File: src/rtl/ddr_cmd_sched.sv
// ddr_cmd_sched: MT46H32M16LF command scheduler (power-up init, per-bank row tracking, periodic refresh).
// Define AUTO_PRECHARGE_EN for closed-page operation; otherwise rows stay open until a miss or refresh.
module ddr_cmd_sched #(
   parameter int unsigned INIT_CYCLES  = 200,
   parameter int unsigned T_RP         = 3,
   parameter int unsigned T_RCD        = 3,
   parameter int unsigned T_RFC        = 10,
   parameter int unsigned BURST_GAP    = 2,
   parameter int unsigned REF_INTERVAL = 780,
   parameter logic [12:0] MODE_REG     = 13'h021
) (
   input  logic        DDR_CLK,
   input  logic        RST,
   input  logic        REQ_VALID,
   output logic        REQ_READY,
   input  logic        REQ_WE,
   input  logic [1:0]  REQ_BA,
   input  logic [12:0] REQ_ROW,
   input  logic [9:0]  REQ_COL,
   output logic        REQ_DONE,
   output logic        INIT_DONE,
   output logic        CKE,
   output logic        RAS_N,
   output logic        CAS_N,
   output logic        WE_N,
   output logic [1:0]  BA,
   output logic [12:0] ADDR
);

   localparam int unsigned TMR_W = 16;
   localparam int unsigned BA_W  = 2;
   localparam int unsigned ROW_W = 13;
   localparam int unsigned COL_W = 10;
   localparam int unsigned NBANK = 4;

`ifdef AUTO_PRECHARGE_EN
   localparam logic        AP_BIT = 1'b1;
   localparam int unsigned RW_GAP = BURST_GAP + T_RP;
`else
   localparam logic        AP_BIT = 1'b0;
   localparam int unsigned RW_GAP = BURST_GAP;
`endif

   localparam logic [TMR_W-1:0] INIT_LOAD  = TMR_W'(INIT_CYCLES);
   localparam logic [TMR_W-1:0] TRP_M1     = TMR_W'(T_RP - 1);
   localparam logic [TMR_W-1:0] TRCD_M1    = TMR_W'(T_RCD - 1);
   localparam logic [TMR_W-1:0] TRFC_M1    = TMR_W'(T_RFC - 1);
   localparam logic [TMR_W-1:0] GAP_M1     = TMR_W'(RW_GAP - 1);
   localparam logic [TMR_W-1:0] REF_RELOAD = TMR_W'(REF_INTERVAL - 1);
   localparam logic [ROW_W-1:0] ADDR_ALL   = 13'h400;

   // {RAS_N, CAS_N, WE_N}
   typedef enum logic [2:0] {
      CMD_LMR = 3'b000,
      CMD_REF = 3'b001,
      CMD_PRE = 3'b010,
      CMD_ACT = 3'b011,
      CMD_WR  = 3'b100,
      CMD_RD  = 3'b101,
      CMD_NOP = 3'b111
   } cmd_e;

   typedef enum logic [3:0] {
      S_INIT_WAIT,
      S_INIT_PRE,
      S_INIT_REF1,
      S_INIT_REF2,
      S_INIT_LMR,
      S_INIT_FIN,
      S_IDLE,
      S_DECODE,
      S_ACT,
      S_RW,
      S_REF,
      S_GAP
   } state_e;

   state_e                       state_q, state_d;
   logic [TMR_W-1:0]             timer_q, timer_d;
   cmd_e                         cmd_q, cmd_d;
   logic [BA_W-1:0]              ba_q, ba_d;
   logic [ROW_W-1:0]             addr_q, addr_d;
   logic                         cke_q, cke_d;
   logic                         init_done_q, init_done_d;
   logic                         req_ready_q, req_ready_d;
   logic                         req_done_q, req_done_d;
   logic [NBANK-1:0]             open_q, open_d;
   logic [NBANK-1:0][ROW_W-1:0]  row_q, row_d;
   logic                         req_we_q, req_we_d;
   logic [BA_W-1:0]              req_ba_q, req_ba_d;
   logic [ROW_W-1:0]             req_row_q, req_row_d;
   logic [COL_W-1:0]             req_col_q, req_col_d;
   logic [TMR_W-1:0]             ref_cnt_q, ref_cnt_d;
   logic                         ref_pend_q, ref_pend_d;

   logic                         tmr_zero;
   logic                         act_go;
   logic                         rw_go;
   logic                         ref_go;

   // Next-state, command selection and bookkeeping
   always_comb begin
      state_d     = state_q;
      timer_d     = timer_q;
      cmd_d       = CMD_NOP;
      ba_d        = ba_q;
      addr_d      = addr_q;
      cke_d       = cke_q;
      init_done_d = init_done_q;
      req_done_d  = 1'b0;
      open_d      = open_q;
      row_d       = row_q;
      req_we_d    = req_we_q;
      req_ba_d    = req_ba_q;
      req_row_d   = req_row_q;
      req_col_d   = req_col_q;
      ref_cnt_d   = ref_cnt_q;
      ref_pend_d  = ref_pend_q;
      act_go      = 1'b0;
      rw_go       = 1'b0;
      ref_go      = 1'b0;

      tmr_zero = (timer_q == '0);
      if (!tmr_zero) begin
         timer_d = timer_q - TMR_W'(1);
      end

      case (state_q)
         S_INIT_WAIT: begin
            if (tmr_zero) begin
               cke_d   = 1'b1;
               state_d = S_INIT_PRE;
            end
         end
         S_INIT_PRE: begin
            cmd_d   = CMD_PRE;
            ba_d    = '0;
            addr_d  = ADDR_ALL;
            timer_d = TRP_M1;
            state_d = S_INIT_REF1;
         end
         S_INIT_REF1: begin
            if (tmr_zero) begin
               cmd_d   = CMD_REF;
               timer_d = TRFC_M1;
               state_d = S_INIT_REF2;
            end
         end
         S_INIT_REF2: begin
            if (tmr_zero) begin
               cmd_d   = CMD_REF;
               timer_d = TRFC_M1;
               state_d = S_INIT_LMR;
            end
         end
         S_INIT_LMR: begin
            if (tmr_zero) begin
               cmd_d   = CMD_LMR;
               ba_d    = '0;
               addr_d  = MODE_REG;
               state_d = S_INIT_FIN;
            end
         end
         S_INIT_FIN: begin
            init_done_d = 1'b1;
            state_d     = S_IDLE;
         end
         S_IDLE: begin
            // A pending refresh always beats a waiting request
            if (ref_pend_q) begin
               if (|open_q) begin
                  cmd_d   = CMD_PRE;
                  ba_d    = '0;
                  addr_d  = ADDR_ALL;
                  timer_d = TRP_M1;
                  state_d = S_REF;
               end else begin
                  ref_go = 1'b1;
               end
            end else if (REQ_VALID && req_ready_q) begin
               req_we_d  = REQ_WE;
               req_ba_d  = REQ_BA;
               req_row_d = REQ_ROW;
               req_col_d = REQ_COL;
               state_d   = S_DECODE;
            end
         end
         S_DECODE: begin
            if (!open_q[req_ba_q]) begin
               act_go = 1'b1;
            end else if (row_q[req_ba_q] == req_row_q) begin
               rw_go = 1'b1;
            end else begin
               cmd_d   = CMD_PRE;
               ba_d    = req_ba_q;
               addr_d  = '0;
               timer_d = TRP_M1;
               state_d = S_ACT;
            end
         end
         S_ACT: begin
            if (tmr_zero) act_go = 1'b1;
         end
         S_RW: begin
            if (tmr_zero) rw_go = 1'b1;
         end
         S_REF: begin
            if (tmr_zero) ref_go = 1'b1;
         end
         S_GAP: begin
            if (tmr_zero) state_d = S_IDLE;
         end
         default: begin
            state_d = S_INIT_WAIT;
         end
      endcase

      if (act_go) begin
         cmd_d            = CMD_ACT;
         ba_d             = req_ba_q;
         addr_d           = req_row_q;
         open_d[req_ba_q] = 1'b1;
         row_d[req_ba_q]  = req_row_q;
         timer_d          = TRCD_M1;
         state_d          = S_RW;
      end

      if (rw_go) begin
         cmd_d      = req_we_q ? CMD_WR : CMD_RD;
         ba_d       = req_ba_q;
         addr_d     = {2'b00, AP_BIT, req_col_q};
         req_done_d = 1'b1;
         timer_d    = GAP_M1;
         state_d    = S_GAP;
`ifdef AUTO_PRECHARGE_EN
         open_d[req_ba_q] = 1'b0;
`endif
      end

      if (ref_go) begin
         cmd_d      = CMD_REF;
         open_d     = '0;
         ref_pend_d = 1'b0;
         timer_d    = TRFC_M1;
         state_d    = S_GAP;
      end

      // Refresh interval timer; an expiry while one is already pending is dropped
      if (init_done_q) begin
         if (ref_cnt_q == '0) begin
            ref_pend_d = 1'b1;
            ref_cnt_d  = REF_RELOAD;
         end else begin
            ref_cnt_d = ref_cnt_q - TMR_W'(1);
         end
      end

      req_ready_d = (state_d == S_IDLE) && !ref_pend_d;
   end

   always_ff @(posedge DDR_CLK) begin
      if (RST) begin
         state_q     <= S_INIT_WAIT;
         timer_q     <= INIT_LOAD;
         cmd_q       <= CMD_NOP;
         ba_q        <= '0;
         addr_q      <= '0;
         cke_q       <= 1'b0;
         init_done_q <= 1'b0;
         req_ready_q <= 1'b0;
         req_done_q  <= 1'b0;
         open_q      <= '0;
         row_q       <= '0;
         req_we_q    <= 1'b0;
         req_ba_q    <= '0;
         req_row_q   <= '0;
         req_col_q   <= '0;
         ref_cnt_q   <= REF_RELOAD;
         ref_pend_q  <= 1'b0;
      end else begin
         state_q     <= state_d;
         timer_q     <= timer_d;
         cmd_q       <= cmd_d;
         ba_q        <= ba_d;
         addr_q      <= addr_d;
         cke_q       <= cke_d;
         init_done_q <= init_done_d;
         req_ready_q <= req_ready_d;
         req_done_q  <= req_done_d;
         open_q      <= open_d;
         row_q       <= row_d;
         req_we_q    <= req_we_d;
         req_ba_q    <= req_ba_d;
         req_row_q   <= req_row_d;
         req_col_q   <= req_col_d;
         ref_cnt_q   <= ref_cnt_d;
         ref_pend_q  <= ref_pend_d;
      end
   end

   assign {RAS_N, CAS_N, WE_N} = cmd_q;
   assign BA        = ba_q;
   assign ADDR      = addr_q;
   assign CKE       = cke_q;
   assign INIT_DONE = init_done_q;
   assign REQ_READY = req_ready_q;
   assign REQ_DONE  = req_done_q;

endmodule
File: config.mk
export PLATFORM = sky130hd
export DESIGN_NAME = ddr_cmd_sched
export DESIGN_NICKNAME = d
export VERILOG_FILES = /design/src/rtl/ddr_cmd_sched.sv
export SDC_FILE = /design/constraint.sdc
export NUM_CORES = 1
export LEC_CHECK = 0
export ABC_AREA = 1
export BUFFER_PORTS_ARGS = -buffer_cell sky130_fd_sc_hd__buf_2
export CORE_MARGIN = 5
export CORE_UTILIZATION = 35
export CTS_CLUSTER_DIAMETER = 100
export CTS_CLUSTER_SIZE = 30
export DETAILED_ROUTE_END_ITERATION = 16
export GPL_TIMING_DRIVEN = 0
export SYNTH_ARGS = -nofsm -noshare
export SYNTH_HDL_FRONTEND = slang
export SYNTH_SLANG_ARGS = --single-unit
File: constraint.sdc
create_clock -name DDR_CLK -period 3.4 [get_ports DDR_CLK]
set_input_delay 0.34 -clock DDR_CLK [delete_from_list [all_inputs] [get_ports DDR_CLK]]
set_output_delay 0.34 -clock DDR_CLK [all_outputs]
set_load 0.03 [all_outputs]
# After elaboration in Yosys (flattened, before gate mapping)
# Index checks and enable logic that the tools add are counted.
dict set report classes {
  n_addsub 2
  order_cmp 2
  n_eq_ne 23
  mux 74
  n_bitwise 2
  reduce_logical 20
}
# operator n
set op_table {}
lappend op_table {{16-bit 2-to-1 mux} 7}
lappend op_table {{13-bit 2-to-1 mux} 8}
lappend op_table {{16-bit case mux with 4 select lines} 1}
lappend op_table {{52-bit bitwise mux} 1}
lappend op_table {{4-bit 2-to-1 mux} 13}
lappend op_table {{13-bit case mux with 4 select lines} 1}
lappend op_table {{4-bit case mux with 10 select lines} 1}
lappend op_table {{16-bit logical NOT} 2}
lappend op_table {{16-bit by 1-bit subtractor with 16-bit output (second input constant)} 2}
lappend op_table {{3-bit 2-to-1 mux} 9}
lappend op_table {{13-bit binary-select mux with 2-bit select} 1}
lappend op_table {{13-bit demux with 2-bit select} 1}
lappend op_table {{8-bit 2-to-1 mux} 3}
lappend op_table {{4-bit by 3-bit == test with 1-bit output (second input constant)} 5}
lappend op_table {{4-bit inequality test (second input constant)} 5}
lappend op_table {{4-bit == test (second input constant)} 4}
lappend op_table {{3-bit inequality test (second input constant)} 5}
lappend op_table {{3-bit case mux with 5 select lines} 1}
lappend op_table {{2-bit 2-to-1 mux} 7}
lappend op_table {{13-bit == test} 1}
lappend op_table {{1-bit 2-to-1 mux} 13}
lappend op_table {{6-bit AND reduction} 2}
lappend op_table {{10-bit 2-to-1 mux} 1}
lappend op_table {{4-bit by 2-bit == test with 1-bit output (second input constant)} 2}
lappend op_table {{other kinds (19)} 27}
dict set report word_totals {
  register_bits 141
  inputBits 29
  output_inout_bits 22
  elab_cells 148
}

# Depth between registers and ports, before layout
dict set report logic_depth {
  word_depth 11
  ltp_mapped 20
  depth_no_buf 18
}

# Worst setup path before layout
# OpenSTA, ideal clock, no wires.
dict set report synth_path {
  path_kind {flip-flop to flip-flop}
  from {register timer_q[0]}
  to {register ba_q[0] (netlist: BA[0])}
  setup_time_ns 0.132
  arrival_ns 1.883
  required_ns 3.268
  path_slack_ns 1.385
  path_stages_with_launch 15
  path_buffers 1
  synth_period_minus_slack_ns 2.015
  path_cell_list {dfxtp_1 inv_1 ha_1 nand2_1 nor2_1 nand4_1 nor2_1 nand3_1 nand2_4 inv_6 nand2_1 nand2_2 buf_6 nand3_1 a21oi_1}
}
dict set report synth_between {
  elab_chain_cells 5
  word_cells_on_any_way 13
  classes_between {5 x eq/ne; 5 x mux; 3 x reduce/logical}
}
# item line_no
set synth_rtl {}
lappend synth_rtl {{from (decl)} 79} ;# logic [TMR_W-1:0] timer_q, timer_d;
lappend synth_rtl {{from (signal assigned)} 282} ;# timer_q <= timer_d;
lappend synth_rtl {{16-bit logical NOT (*)} 123} ;# tmr_zero = (timer_q == '0);
lappend synth_rtl {{1-bit 2-to-1 mux} {202, 205}}
lappend synth_rtl {{1-bit case mux with 2 select lines} 128} ;# case (state_q)
lappend synth_rtl {{4-bit inequality test (no line) (tied with other cells)} n/a}
lappend synth_rtl {{6-bit AND reduction (no line) or 2-bit 2-to-1 mux (tied branches)} n/a}
lappend synth_rtl {{to (signal assigned)} 266} ;# ba_q <= '0;
lappend synth_rtl {{to (signal assigned)} 284} ;# ba_q <= ba_d;
lappend synth_rtl {{to (decl)} 81} ;# logic [BA_W-1:0] ba_q, ba_d;
# Mark *: on every way between the ends. The rest lies on a longest branch, timed or not.
# A chain may end at the register's enable or synchronous reset.

# Worst setup path in the final report
dict set report layout_path {
  from {register timer_q[0]}
  to {register row_q[42] (netlist bit)}
}
dict set report layout_between {
  elab_chain_cells 3
}
# item line_no
set layout_rtl {}
lappend layout_rtl {{16-bit logical NOT} 123}
lappend layout_rtl {{1-bit 2-to-1 mux} 202} ;# if (tmr_zero) act_go = 1'b1;
lappend layout_rtl {{1-bit case mux with 2 select lines} 128}
lappend layout_rtl {{to (signal assigned)} 291} ;# row_q <= row_d;
lappend layout_rtl {{to (decl)} 88} ;# logic [NBANK-1:0][ROW_W-1:0] row_q, row_d;
# No other way between the ends.

==> flow_metrics.env <==
export IMPL_fmax_mhz=374
export IMPL_drtIter0Drc=357
export IMPL_core_area_mm2=0.0187
export IMPL_min_to="req_col_q[2]$_SDFFE_PP0P_"
export IMPL_synth_edf_count=0
export IMPL_synth_async_sr_flop_share_pct=0
export IMPL_max_slew_margin_pct=49.6
export IMPL_setup_tns_ns=0
export IMPL_synth_top_area_share_pct=42.5
export IMPL_whs_ns=0.174
export IMPL_cp_cell_sequence="inv_1, ha_1, nand2_1, nor2_1, nand4_1, nor2_1, nand3_1, nand2_4, inv_6, nor2_4, buf_2, a211oi_1"
export IMPL_cp_slowest_cell="buf_2"
export IMPL_synth_flop_cell="dfxtp_1"
export IMPL_p_int_mw=2.87
export IMPL_cts_hold_buf=0
export IMPL_period_needed_ns=2.67
export IMPL_port_buffers=50
export IMPL_required_ns=3.67
export IMPL_tightest_slew_ns=0.756
export IMPL_routed_via_density=4.96
export IMPL_critical_path_max_stage_delay_ns=0.36
export IMPL_netlist_area_mm2=0.00664
export IMPL_timing_rr_start="timer_q[0]$_SDFF_PP0_"
export IMPL_yosys_warnings=0
export IMPL_reg2regPathDepth=12
export IMPL_grt_pass1_vias=5996
export IMPL_fin_util_pct=41.6
export IMPL_setup_viol=0
export IMPL_status="complete, no violations"
export IMPL_cts_buffers=17
export IMPL_die_h_um=148
export IMPL_combPwrFrac_pct=5.5
export IMPL_ioPinCount=51
export IMPL_p_per_area_mw_per_mm2=484
export IMPL_cts_buffer_depth=2
export IMPL_start_util_pct=35.5
export IMPL_yosysSeqAreaShare_pct=42.5
export IMPL_n_antenna_cell=0
export IMPL_path_common_cell="nor2_1"
export IMPL_synth_top_area_cell="dfxtp_1"
export IMPL_ant_nets=0
export IMPL_clk_pin_slew_worst_paths_ns=0.06
export IMPL_switching_share_pct=23.7
export IMPL_hp_class="input port to flop"
export IMPL_rows=50
export IMPL_power_frac_clock_pct=49.4
export IMPL_ys_top_cells_by_count="nand2_1, dfxtp_1, nor2_1"
export IMPL_rsz0062_at_grt="no"
export IMPL_route_detailed_drc=0
export IMPL_critPathKind="flop to flop"
export IMPL_antenna_found_initial=0
export IMPL_timing_final_hold_violations=0
export IMPL_insertion_delay_ns=0.42
export IMPL_synth_area_leaders="dfxtp_1, nand2_1, nor2_1"
export IMPL_routedWlPerCell_um=14.9
export IMPL_first_pass_iters=5
export IMPL_vias=6303
export IMPL_seqPwrFrac_pct=45.1
export IMPL_post_cts_buffers=0
export IMPL_gp_congestion=0.894
export IMPL_track_usage_pct=17.5
export IMPL_p_sw_uw=892
export IMPL_grt_max_degree=17
export IMPL_ys_seq_elements=141
export IMPL_synthCells=954
export IMPL_syn_to_final_growth_pct=17.1
export IMPL_htreeDepth=4
export IMPL_start_kind="flop"
export IMPL_cts_root_buf="clkbuf_16"
export IMPL_grt_overflow=0
export IMPL_peakVddDrop_mv=0.377
export IMPL_maxCapViolations=0
export IMPL_synthDistinctLibCells=42
export IMPL_syn_area_per_cell_um2=6.96
export IMPL_ff2ff_setup_slack_ns=0.73
export IMPL_grt_pass1_wl_um=30800
export IMPL_nets=1056
export IMPL_die_w_um=148
export IMPL_fin_area_mm2=0.00778
export IMPL_syn_nets=987
export IMPL_drive_above_1_share_pct=13.2
export IMPL_dpl_cell_area_mm2=0.00718
export IMPL_drv_slew=0
export IMPL_whs_path_depth=3
export IMPL_end_kind="flop"
export IMPL_clock_sinks=141
export IMPL_die_area_mm2=0.0218
export IMPL_r2r_end="row_q[42]$_SDFFE_PP0P_"
export IMPL_worstHoldStart="REQ_COL[2]"
export IMPL_post_cts_resize_count=0
export IMPL_crit_path_max_fanout=10
export IMPL_period_share_pct=78.6
export IMPL_cts_tree="done"
export IMPL_wl_um=18900
export IMPL_hpwl_um=13600
export IMPL_skew_ns=0.00805
export IMPL_power_leakage_nw=3.30
export IMPL_critPathArrivalTime_ns=2.94
export IMPL_synth_most_common_cell="nand2_1"
## cells in the final DEF, fill, tap and decap left out, types with 6 or more instances in the layout
master | netlist | final
dfxtp_1 | 141 | 141
nand2_1 | 270 | 270
buf_4 | 12 | 12
nand2_2 | 7 | 7
nor3_1 | 6 | 6
nor4_1 | 6 | 6
a21oi_1 | 77 | 77
inv_1 | 74 | 74
xor2_1 | 11 | 11
nand3_1 | 41 | 41
buf_2 | 5 | 55
o21ai_0 | 64 | 64
clkbuf_1 | 17 | 17
nor2_1 | 132 | 132
a211oi_1 | 24 | 24
clkbuf_16 | 0 | 17
nand4_1 | 8 | 8
## sequential cells by signal, summed over array words and instances, names as in the netlist, 2 cells and up
register,flops
state_q,4
row_q,52
req_col_q,10
cmd_q,3
req_ba_q,2
BA,2
ADDR,13
open_q,4
timer_q,16
ref_cnt_q,16
req_row_q,13
## power by group through the flow
stage	Clock, mW	Combinational (mW)	Sequential, mW
after floorplan	0	0.144	1.73
after global placement	0	0.204	1.74
after detailed placement	0	0.206	1.73
after CTS	1.89	0.207	1.70
after global routing	1.96	0.238	1.70
final	1.86	0.205	1.70
## routing by layer
metal	vias to the layer above	global-route usage [%]	routed length (um)
li1	3222	-	-
met1	2876	23.5	8970
met2	171	28.0	8580
met3	34	3.16	868
met4	0	7.08	461
met5	-	0	0
## critical path: cells and delay by family, from the launching register on
family / cells / cell delay [ns]
flops: 1 / 0.31
buf+inv: 3 / 0.53
compound gates: 1 / 0.12
fa+ha+maj: 1 / 0.18
simple gates: 7 / 1.37
## layout make-up
class	instances	area, um^2
Fill cell	1935	10900
Multi-Input combinational cell	693	3270
Sequential cell	141	2820
Clock buffer	19	453
Inverter	80	313
Tap cell	234	293
Timing Repair Buffer	50	250
Buffer	40	239
Clock inverter	13	140
## kinds of logic (layout without fill, tap and decap cells)
kind of cell    count (synthesis)  in the layout  synth area share, %
buf+inv                       120            202                 8.31
fa+ha+maj                       4              4                0.754
flops                         141            141                 42.5
compound gates                184            184                 15.9
simple gates                  491            491                 30.7
xor+xnor                       14             14                 1.85
## worst max-delay path by stage
stage	from	endpoint
finish	timer_q[0]$_SDFF_PP0_	row_q[42]$_SDFFE_PP0P_
floorplan	timer_q[0]$_SDFF_PP0_	BA[0]$_SDFFE_PP0P_
global route	timer_q[0]$_SDFF_PP0_	row_q[42]$_SDFFE_PP0P_
detailed placement	timer_q[0]$_SDFF_PP0_	row_q[42]$_SDFFE_PP0P_
CTS	timer_q[0]$_SDFF_PP0_	row_q[42]$_SDFFE_PP0P_
global placement	timer_q[0]$_SDFF_PP0_	row_q[46]$_SDFFE_PP0P_
## metrics by stage
| stage | total power, mW | std cells | setup WS (ns) |
|---|---|---|---|
| after floorplan | 1.88 | 954 | 1.38 |
| after global placement | 1.94 | 1238 | 0.758 |
| after detailed placement | 1.94 | 1238 | 0.756 |
| after CTS | 3.79 | 1270 | 0.749 |
| after global routing | 3.90 | 1270 | 0.524 |
| final | 3.76 | 1270 | 0.728 |
Power figures use the tool's default switching activity.
